===== config.mk =====
export PLATFORM = sky130hd
export DESIGN_NAME = seq_divider
export DESIGN_NICKNAME = d
export VERILOG_FILES = /design/src/rtl/seq_divider.sv
export SDC_FILE = /design/constraint.sdc
export NUM_CORES = 1
export LEC_CHECK = 0
export ABC_AREA = 0
export ABC_CLOCK_PERIOD_IN_PS = 2880
export BUFFER_PORTS_ARGS = -buffer_cell sky130_fd_sc_hd__buf_2
export CAP_MARGIN = 30
export CORE_MARGIN = 4
export CORE_UTILIZATION = 45
export DETAILED_ROUTE_END_ITERATION = 10
export HOLD_SLACK_MARGIN = 0.03
export MAX_ROUTING_LAYER = met4
export PLACE_DENSITY = 0.75
export SLEW_MARGIN = 20
export SYNTH_ARGS = -nofsm -noshare
export SYNTH_HDL_FRONTEND = slang
export SYNTH_SLANG_ARGS = --single-unit

===== constraint.sdc =====
create_clock -name clk -period 2.88 [get_ports clk]
set_input_delay 0.288 -clock clk [delete_from_list [all_inputs] [get_ports clk]]
set_output_delay 0.288 -clock clk [all_outputs]
set_load 0.005 [all_outputs]

===== src/rtl/seq_divider.sv =====
// seq_divider: iterative restoring divider, one quotient bit per clock.
//
// Ports:
//   clk, rst_n            rising-edge clock, asynchronous active-low reset
//   start                 division request, accepted in IDLE or DONE
//   signed_mode           1 = two's-complement operands (captured with start)
//   dividend, divisor     operands (captured with start)
//   busy                  high while iterating (state RUN)
//   done                  one-cycle pulse when results become valid
//   quotient, remainder   results, held until the next result is registered
//   div_by_zero, overflow flags, held with the results, cleared on accept
//
// The operands are converted to magnitudes on capture; the quotient bits are
// shifted into the vacated low end of the dividend register, and sign
// correction is applied on the last iteration (truncating division, remainder
// takes the sign of the dividend).
module seq_divider #(
  parameter int N_WIDTH = 6,
  parameter int D_WIDTH = 4
) (
  input  logic               clk,
  input  logic               rst_n,
  input  logic               start,
  input  logic               signed_mode,
  input  logic [N_WIDTH-1:0] dividend,
  input  logic [D_WIDTH-1:0] divisor,
  output logic               busy,
  output logic               done,
  output logic [N_WIDTH-1:0] quotient,
  output logic [D_WIDTH-1:0] remainder,
  output logic               div_by_zero,
  output logic               overflow
);

  localparam int CNT_W = $clog2(N_WIDTH + 1);

  typedef enum logic [1:0] {IDLE, RUN, DONE} state_t;

  state_t             state_q, state_d;
  logic [CNT_W-1:0]   cnt_q;
  logic [N_WIDTH-1:0] dvd_q;       // dividend bits out at the top, quotient bits in at the bottom
  logic [D_WIDTH-1:0] dsr_q;       // divisor magnitude
  logic [D_WIDTH-1:0] rem_q;       // partial remainder, always < divisor
  logic               neg_quo_q;
  logic               neg_rem_q;
  logic               ovf_pend_q;
  logic [N_WIDTH-1:0] quo_q;
  logic [D_WIDTH-1:0] rmd_q;
  logic               dbz_q;
  logic               ovf_q;

  logic               accept;
  logic               dvd_neg, dsr_neg, dsr_zero, ovf_cond;
  logic [N_WIDTH-1:0] dvd_mag;
  logic [D_WIDTH-1:0] dsr_mag;
  logic [D_WIDTH:0]   shifted;
  logic               qbit;
  logic [D_WIDTH-1:0] rem_nxt;
  logic [N_WIDTH-1:0] quo_nxt;
  logic [N_WIDTH-1:0] quo_fix;
  logic [D_WIDTH-1:0] rem_fix;

  assign accept   = start && (state_q != RUN);
  assign dvd_neg  = signed_mode & dividend[N_WIDTH-1];
  assign dsr_neg  = signed_mode & divisor[D_WIDTH-1];
  assign dvd_mag  = dvd_neg ? (~dividend + N_WIDTH'(1)) : dividend;
  assign dsr_mag  = dsr_neg ? (~divisor + D_WIDTH'(1)) : divisor;
  assign dsr_zero = (divisor == '0);
  assign ovf_cond = signed_mode && (dividend == {1'b1, {(N_WIDTH-1){1'b0}}}) && (&divisor);

  // Restoring step: the shifted remainder needs one extra bit before the trial subtract.
  assign shifted  = {rem_q, dvd_q[N_WIDTH-1]};
  assign qbit     = (shifted >= {1'b0, dsr_q});
  assign rem_nxt  = qbit ? D_WIDTH'(shifted - {1'b0, dsr_q}) : shifted[D_WIDTH-1:0];
  assign quo_nxt  = {dvd_q[N_WIDTH-2:0], qbit};
  assign quo_fix  = neg_quo_q ? (~quo_nxt + N_WIDTH'(1)) : quo_nxt;
  assign rem_fix  = neg_rem_q ? (~rem_nxt + D_WIDTH'(1)) : rem_nxt;

  // State register
  always_ff @(posedge clk or negedge rst_n) begin
    if (!rst_n) state_q <= IDLE;
    else        state_q <= state_d;
  end

  // Next-state logic
  always_comb begin
    state_d = state_q;
    unique case (state_q)
      IDLE: if (start) state_d = dsr_zero ? DONE : RUN;
      RUN:  if (cnt_q == CNT_W'(1)) state_d = DONE;
      DONE: begin
        if (start) state_d = dsr_zero ? DONE : RUN;
        else       state_d = IDLE;
      end
      default: state_d = IDLE;
    endcase
  end

  // Output logic
  always_comb begin
    busy = (state_q == RUN);
    done = (state_q == DONE);
  end

  // Datapath
  always_ff @(posedge clk or negedge rst_n) begin
    if (!rst_n) begin
      cnt_q      <= '0;
      dvd_q      <= '0;
      dsr_q      <= '0;
      rem_q      <= '0;
      neg_quo_q  <= 1'b0;
      neg_rem_q  <= 1'b0;
      ovf_pend_q <= 1'b0;
      quo_q      <= '0;
      rmd_q      <= '0;
      dbz_q      <= 1'b0;
      ovf_q      <= 1'b0;
    end else if (accept) begin
      dbz_q <= dsr_zero;
      ovf_q <= 1'b0;
      if (dsr_zero) begin
        quo_q <= '1;
        rmd_q <= '0;
        cnt_q <= '0;
      end else begin
        dvd_q      <= dvd_mag;
        dsr_q      <= dsr_mag;
        rem_q      <= '0;
        neg_quo_q  <= dvd_neg ^ dsr_neg;
        neg_rem_q  <= dvd_neg;
        ovf_pend_q <= ovf_cond;
        cnt_q      <= CNT_W'(N_WIDTH);
      end
    end else if (state_q == RUN) begin
      dvd_q <= quo_nxt;
      rem_q <= rem_nxt;
      cnt_q <= cnt_q - CNT_W'(1);
      if (cnt_q == CNT_W'(1)) begin
        // Most-negative / -1 simply wraps through the magnitude path.
        quo_q <= quo_fix;
        rmd_q <= rem_fix;
        ovf_q <= ovf_pend_q;
      end
    end
  end

  assign quotient    = quo_q;
  assign remainder   = rmd_q;
  assign div_by_zero = dbz_q;
  assign overflow    = ovf_q;

endmodule


==> impl_metrics.json, run 1 <==
{
  "gp_congestion": 0.878,
  "cp-end-kind": "flop",
  "min_period_over_period": 0.827,
  "ys_types": 39,
  "grt_pass1_vias": 1521,
  "drtAntennaViolNets": 0,
  "drc_errors": 0,
  "grt_remaining_overflow": 0,
  "dp_hpwl_um": 3040,
  "worst_slack_ns": 0.499,
  "finalSetupViolCount": 0,
  "cts.path.max_buffers": 2,
  "fin_skew_ns": 0.00724,
  "dp_cells": 292,
  "core-area_um2": 4090,
  "wl_per_cell_um": 13.7,
  "synth_area_per_cell_um2": 8.91,
  "regArea_um2": 851,
  "syn-num-nets": 245,
  "yosys-top-cells-area": "dfrtp_1, ha_1, o21ai_0",
  "cts_tree": "done",
  "die_x_um": 73.8,
  "drt_iter0_markers": 98,
  "grt_max_degree": 35,
  "slew_viol_final": 0,
  "critPathLaunchType": "flop",
  "synth_edf_count": 0,
  "ctsResizeCount": 0,
  "syn_to_final_growth_pct": 15.3,
  "antenna_found_initial": 0,
  "hold_viol": 0,
  "vdd_drop_max_uv": 559,
  "synth_top_area_frac": 0.436,
  "ys_seq_elements": 34,
  "max_freq_mhz": 420,
  "cpMaxStageDelayCell": "dfrtp_1",
  "clk_latency_ns": 0.29,
  "cap_violations": 0,
  "netlist_area_um2": 1950,
  "cts_hold_buf": 0,
  "required_ns": 3.06,
  "slew_headroom": 0.505,
  "path_clk_slew_ns": 0.07,
  "vias_per_cell": 5.42,
  "antennaDiodeCount": 0,
  "setup_tns_ns": 0,
  "grt_pass1_wl_um": 7040,
  "fillCellCount": 385,
  "ys.flop_type": "dfrtp_1",
  "leakagePower_nw": 1.06,
  "min_period_ns": 2.38,
  "vias": 1625,
  "multi_input_area_um2": 1000,
  "io_pins": 28,
  "numCtsBuffers": 5,
  "synth_top_area_cell": "dfrtp_1",
  "cts_root_buf": "clkbuf_8",
  "arrival_ns": 2.56,
  "slowest_delay_ns": 0.42,
  "final_nets": 275,
  "instances_no_fill": 300,
  "layout-drive-gt1-share": 0.164,
  "yosysSeqAreaShare": 0.436,
  "synthCells": 219,
  "post-place-ws_ns": 0.505,
  "hp-class": "primary input to asynchronous set/reset pin",
  "worstMarginPinSlew_ns": 0.743,
  "critPathMaxFanout": 11,
  "yosysMostFrequentCell": "dfrtp_1",
  "first_pass_iters": 4,
  "start_util": 0.477,
  "ys_warn_count": 0,
  "rows": 23,
  "grtUsageTotal": 0.176,
  "numClockSinks": 34,
  "h-tree-depth": 2,
  "cts_setup_buffers": 0,
  "wirelength_um": 4110,
  "async_flop_share": 1.00,
  "status": "complete, no violations",
  "crit_chain": "ha_1 > o21ai_1 > a22o_1 > mux2i_1 > ha_1 > nand2_1 > o21ai_1 > a22o_1",
  "worstSetupPathType": "flop to flop",
  "rsz0062_at_grt": "no",
  "powerDensity_nw_per_um2": 1200,
  "dieArea_um2": 5450,
  "ys_top_cells_by_count": "dfrtp_1, nand2_1, nor2_1",
  "die_h_um": 73.8,
  "port_buffers": 27,
  "total_power_mw": 2.69
}
[area by class of cell]
class,instances,area share
Multi-Input combinational cell,162,0.445
Sequential cell,34,0.378
Timing Repair Buffer,31,0.0734
Clock buffer,5,0.0306
Tap cell,50,0.0278
Inverter,15,0.0250
Clock inverter,3,0.0200
[worst max-delay path: cells and delay by family (launching register included)]
family                     cells  cell delay [ns]
adders and majority gates      2             0.63
DFF                            1             0.42
AOI/OAI and AO/OA              4             0.80
muxes                          1             0.36
and+or+nand+nor                1             0.06
[where the power goes]
part	total (mW)	internal (mW)	switching (mW)
Clock	0.444	0.257	0.187
Combinational	1.40	0.630	0.770
Sequential	0.847	0.689	0.158
[kinds of logic (layout without fill, tap and decap cells)]
kind of cell               after synthesis  after routing  share of synthesized area
AOI/OAI and AO/OA                       62             62                      0.189
xor gates and xnor gates                10             10                     0.0449
adders and majority gates               12             12                     0.0808
buffers and inverters                   23             54                     0.0507
DFF                                     34             34                      0.436
muxes                                    6              6                     0.0308
and+or+nand+nor                         72             72                      0.167
[flip-flops by register name, summed over array words and instances, names as in the netlist]
name         flops
dvd_q            6
dsr_q            4
state_q          2
neg_rem_q        1
ovf_pend_q       1
remainder        4
div_by_zero      1
rem_q            4
quotient         6
neg_quo_q        1
overflow         1
cnt_q            3
[metal layers]
layer  vias to the layer above  share of wire  track usage
li1                        824              -            -
met1                       757           0.48        0.236
met4                         0          0.021       0.0785
met5                         -              0            -
met3                         8          0.047       0.0383
met2                        36           0.45        0.254
[cell usage in the layout, fill, tap and decap left out, drive strengths merged, types with 5 or more instances in the layout]
master and n:
nand3 6, mux2i 6, nand2 23, a21oi 18, ha 11, a22o 6
dfrtp 34, o21ai 23, inv 15, xnor2 6, clkbuf 5, buf 31
nor2 23
[path summary, 6_finish.rpt]
kind                                              start                  endpoint  slack [ns]  depth (start not counted)
worst max-delay path               rem_q[1]$_DFFE_PN0P_  remainder[1]$_DFFE_PN0P_        0.50                          8
worst min-delay path                              rst_n      cnt_q[0]$_DFFE_PN0P_        0.06                          1
worst min register to register  div_by_zero$_DFFE_PN0P_   div_by_zero$_DFFE_PN0P_        0.49                          1
worst max register to register     rem_q[1]$_DFFE_PN0P_  remainder[1]$_DFFE_PN0P_        0.50                          8
min in group clk                             divisor[0]      dsr_q[0]$_DFFE_PN0P_        0.30                          3
max in group asynchronous                         rst_n  remainder[3]$_DFFE_PN0P_        2.34                          1
[metrics by stage]
step                instance area (um2)  hold slack, ns   util
finish                             2250          0.0565  0.551
global route                       2250           0.116  0.551
detailed placement                 2140           0.401  0.523
global placement                   2140           0.405  0.523
floorplan                          1950        -0.00759      -
CTS                                2250          0.0862  0.551
No activity file was read; power rests on OpenSTA's default activity.
==> inputs of run 2 (changes only) <==
- ABC_CLOCK_PERIOD_IN_PS: 2880 -> 2000
- PLACE_DENSITY: 0.75 -> 0.78
- clock period: 2.88 -> 2 ns (I/O delays scaled with it)
==> impl_metrics.json, run 2 (synthesized netlist as in run 1, its figures left out) <==
{
  "status": "finished with violations",
  "violations": "negative setup slack",
  "slew_headroom": 0.495,
  "hold_depth": 3,
  "drtAntennaViolNets": 0,
  "vias_per_cell": 5.44,
  "setup_tns_ns": -0.0250,
  "layout_common_cells": "dfrtp_1, buf_2, buf_4",
  "dp_cells": 309,
  "worstMarginPinSlew_ns": 0.757,
  "instances_no_fill": 322,
  "worstSetupPathType": "flop to flop",
  "die_x_um": 73.8,
  "total_power_mw": 5.22,
  "cap_violations": 0,
  "worst_slack_ns": -0.0156,
  "dp_hpwl_um": 3410,
  "h-tree-depth": 2,
  "min_period_over_period": 1.01,
  "layout_commonest_cell": "dfrtp_1",
  "start_util": 0.477,
  "rsz0062_at_grt": "yes",
  "first_pass_iters": 4,
  "cp-end-kind": "flop",
  "max_freq_mhz": 496,
  "gp_congestion": 0.853,
  "rows": 23,
  "arrival_ns": 2.20,
  "numClockSinks": 34,
  "cts_tree": "done",
  "cts_root_buf": "clkbuf_8",
  "leakagePower_nw": 1.19,
  "slew_viol_final": 0,
  "antennaDiodeCount": 0,
  "antenna_found_initial": 0,
  "dieArea_um2": 5450,
  "path_clk_slew_ns": 0.07,
  "cts.path.max_buffers": 2,
  "io_pins": 28,
  "reg2reg_setup_slack_ns": -0.02,
  "fin_skew_ns": 0.00616,
  "powerDensity_nw_per_um2": 2020,
  "final_nets": 297,
  "die_h_um": 73.8,
  "grtUsageTotal": 0.197,
  "hp-class": "primary input to flop",
  "critPathMaxFanout": 5,
  "grt_remaining_overflow": 0,
  "numCtsBuffers": 5,
  "grt_max_degree": 35,
  "wl_per_cell_um": 14.8,
  "placed_area_um2": 2280,
  "core-area_um2": 4090,
  "port_buffers": 27,
  "regArea_um2": 851,
  "required_ns": 2.19,
  "drc_errors": 0,
  "vdd_drop_max_uv": 978,
  "final_area_um2": 2580,
  "syn_to_final_growth_pct": 32.3,
  "vias": 1752,
  "multi_input_area_um2": 1130,
  "drt_iter0_markers": 127,
  "grt_pass1_wl_um": 7880,
  "layout-drive-gt1-share": 0.301,
  "holdWs_ns": 0.215,
  "min_period_ns": 2.02,
  "fillCellCount": 323,
  "grt_pass1_vias": 1738,
  "hold_viol": 0,
  "finalSetupViolCount": 2,
  "wirelength_um": 4780,
  "clk_latency_ns": 0.29,
  "critPathLaunchType": "flop",
  "rr_worst_depth": 8
}
## run 2: cell types whose count changed in the layout (fill, tap and decap cells not counted), sizes merged
cell / previous run / this run
buf: 31 / 52
clkinvlp: 2 / 0
clkbuf: 5 / 6
bufinv: 1 / 2
dlygate4sd3: 0 / 1
## run 2: critical path, cell delays in order, from the launching register on
cell and delay (ns):
dfrtp_1 0.42, ha_4 0.20, nor4_4 0.28, a22o_4 0.23, mux2i_4 0.28, ha_4 0.23, nand2_1 0.06, o21ai_1 0.05
a22o_1 0.17
## run 2: layer usage
metal  wire length [um]  vias up  track usage  share of wire
met5                  0        -            -              0
met1               2150      841        0.255           0.45
met4                 70        0       0.0865          0.015
met2               2290       43        0.300           0.48
met3                274        8       0.0383          0.057
li1                   -      860            -              -
## run 2: worst paths after layout
path,start,endpoint
max,rem_q[1]$_DFFE_PN0P_,remainder[1]$_DFFE_PN0P_
min,divisor[0],dsr_q[0]$_DFFE_PN0P_
max reg2reg,rem_q[1]$_DFFE_PN0P_,remainder[1]$_DFFE_PN0P_
min reg2reg,ovf_pend_q$_DFFE_PN0P_,ovf_pend_q$_DFFE_PN0P_
max in group asynchronous,rst_n,state_q[0]$_DFFE_PN0P_
min in group asynchronous,rst_n,quotient[1]$_DFFE_PN0P_
## run 2: per-stage QoR
stage	utilization	worst slack [ns]
global route	0.631	-0.112
floorplan	-	-0.0491
detailed placement	0.559	-0.0972
global placement	0.559	0.00358
CTS	0.608	-0.0600
finish	0.631	-0.0156
## run 2: area by class of cell
type / instances / share of cell area
multi-input combinational: 162 / 0.438
clock buffer: 6 / 0.0320
timing repair buffer: 53 / 0.130
sequential: 34 / 0.330
clock inverter: 2 / 0.0233
tap: 50 / 0.0242
inverter: 15 / 0.0218
## run 2: what timing repair did
| action | 4_1_cts | 5_1_grt |
|---|---|---|
| gates resized for setup | 6 | 18 |
| setup endpoints to repair | 4 | 12 |
| buffers inserted | 2 | 2 |
| hold endpoints to repair | 34 | 0 |
| pin swaps | 3 | 8 |
| hold buffers | 1 | 0 |
## run 2: power by group
group	total, mW	internal, mW	switching [mW]
Clock	0.788	0.532	0.257
Combinational	3.20	1.67	1.53
Sequential	1.23	0.993	0.238
==> inputs of run 3 (changes only) <==
- CELL_PAD_IN_SITES_DETAIL_PLACEMENT: not set -> 1
- CELL_PAD_IN_SITES_GLOBAL_PLACEMENT: not set -> 2
- CORE_UTILIZATION: 45 -> 31
- PLACE_DENSITY: 0.78 -> 0.85
==> impl_metrics.json, run 3 (synthesized netlist as in run 1, its figures left out) <==
{
  "worstSetupPathType": "flop to flop",
  "cpMostUsedCell": "o21ai_2",
  "numClockSinks": 34,
  "grt_pass1_wl_um": 9070,
  "vias_per_cell": 5.06,
  "rows": 28,
  "h-tree-depth": 2,
  "setup_tns_ns": -0.112,
  "arrival_ns": 2.25,
  "numCtsBuffers": 5,
  "grt_remaining_overflow": 0,
  "worst_slack_ns": -0.0764,
  "seqPwrFrac": 0.249,
  "dieArea_um2": 7630,
  "die_h_um": 87.3,
  "start_util": 0.324,
  "syn_to_final_growth_pct": 32.1,
  "clk_latency_ns": 0.28,
  "cts_tree": "done",
  "grt_max_degree": 35,
  "fin_skew_ns": 0.00396,
  "grt_pass1_vias": 1853,
  "max_freq_mhz": 482,
  "io_pins": 28,
  "antenna_found_initial": 0,
  "final_nets": 299,
  "path_clk_slew_ns": 0.07,
  "hold_viol": 0,
  "wirelength_um": 5520,
  "dp_cells": 335,
  "status": "finished with violations",
  "p_sw_mw": 2.04,
  "first_pass_iters": 4,
  "instances_no_fill": 349,
  "required_ns": 2.17,
  "hp-class": "primary input to flop",
  "slew_headroom": 0.471,
  "holdWs_ns": 0.233,
  "slew_viol_final": 0,
  "rsz0062_at_grt": "yes",
  "worstMarginPinSlew_ns": 0.793,
  "powerDensity_nw_per_um2": 1950,
  "finalSetupViolCount": 3,
  "swShare": 0.407,
  "core-area_um2": 6030,
  "cap_violations": 0,
  "violations": "negative setup slack",
  "dp_hpwl_um": 4060,
  "p_comb_frac": 0.630,
  "multi_input_area_um2": 1110,
  "layout-drive-gt1-share": 0.296,
  "fillCellCount": 734,
  "drt_iter0_markers": 47,
  "cts.path.max_buffers": 2,
  "total_power_mw": 5.01,
  "slowest_delay_ns": 0.43,
  "cts_root_buf": "clkbuf_8",
  "cpMaxStageDelayCell": "dfrtp_1",
  "critPathMaxFanout": 4,
  "antennaDiodeCount": 0,
  "power.internal_mw": 2.98,
  "leakagePower_nw": 1.19,
  "cp-end-kind": "flop",
  "crit_chain": "ha_4 > o21ai_2 > a22o_4 > buf_6 > o21ai_2 > inv_1 > ha_2 > nand2_1 > o21ai_1 > a22o_1",
  "regArea_um2": 851,
  "layout_commonest_cell": "dfrtp_1",
  "critPathLaunchType": "flop",
  "min_period_ns": 2.08,
  "gp_congestion": 0.800,
  "drtAntennaViolNets": 0,
  "grtUsageTotal": 0.160,
  "wl_per_cell_um": 15.8,
  "layout_common_cells": "dfrtp_1, buf_2, buf_4",
  "fin_util": 0.428,
  "power.share.clock": 0.121,
  "port_buffers": 27,
  "vdd_drop_max_uv": 658,
  "min_period_over_period": 1.04,
  "die_x_um": 87.3,
  "drc_errors": 0,
  "vias": 1767
}
[run 3: power groups by stage]
stage | clock network (mW) | logic (mW) | registers [mW]
CTS | 0.624 | 2.83 | 1.24
global route | 0.650 | 3.53 | 1.30
global placement | 0 | 2.52 | 1.22
finish | 0.608 | 3.16 | 1.25
floorplan | 0 | 1.67 | 1.20
detailed placement | 0 | 2.62 | 1.23
[run 3: cell type report]
class                      count  area share
multi-input combinational    162       0.433
sequential                    34       0.330
timing repair buffer          55       0.136
clock buffer                   8      0.0427
tap                           75      0.0364
inverter                      15      0.0218
[run 3: worst max-delay path, delay by kind of cell (launching register included)]
family / cells / cell delay [ns]
AO/OA/AOI/OAI: 5 / 0.74
AND/OR/NAND/NOR: 1 / 0.08
flip-flops: 1 / 0.43
adder cells (fa/ha/maj): 2 / 0.55
buffers and inverters: 2 / 0.18
[run 3: stage by stage]
step	worst slack, ns	instance area (um2)
2_1_floorplan	-0.0491	1970
3_3_place_gp	-0.0176	2320
3_5_place_dp	-0.139	2320
4_1_cts	-0.0682	2510
5_1_grt	-0.209	2580
6_report	-0.0764	2580
[run 3: timing repair]
item	CTS	global route
hold buffers	1	0
gates resized for setup	9	11
endpoints found under the setup margin	6	14
hold endpoints to repair	34	0
setup buffers	4	1
pin swaps	2	8
[run 3: worst paths after layout]
| check | start | endpoint | slack [ns] | cells past startpoint |
|---|---|---|---|---|
| worst max-delay path | rem_q[0]$_DFFE_PN0P_ | remainder[1]$_DFFE_PN0P_ | -0.08 | 10 |
| worst min-delay path | divisor[2] | ovf_pend_q$_DFFE_PN0P_ | 0.23 | 3 |
| worst max register to register | rem_q[0]$_DFFE_PN0P_ | remainder[1]$_DFFE_PN0P_ | -0.08 | 10 |
| worst min register to register | div_by_zero$_DFFE_PN0P_ | div_by_zero$_DFFE_PN0P_ | 0.49 | 1 |
| max in group asynchronous | rst_n | dvd_q[3]$_DFFE_PN0P_ | 0.96 | 2 |
| min in group asynchronous | rst_n | state_q[0]$_DFFE_PN0P_ | 0.53 | 2 |
[run 3: metal layers]
metal	share of wire	routed length, um	global-route usage	vias to the layer above
met5	0	0	-	-
li1	-	-	-	861
met1	0.49	2690	0.209	864
met3	0.032	174	0.0237	7
met4	0.017	93	0.0628	0
met2	0.46	2560	0.249	35
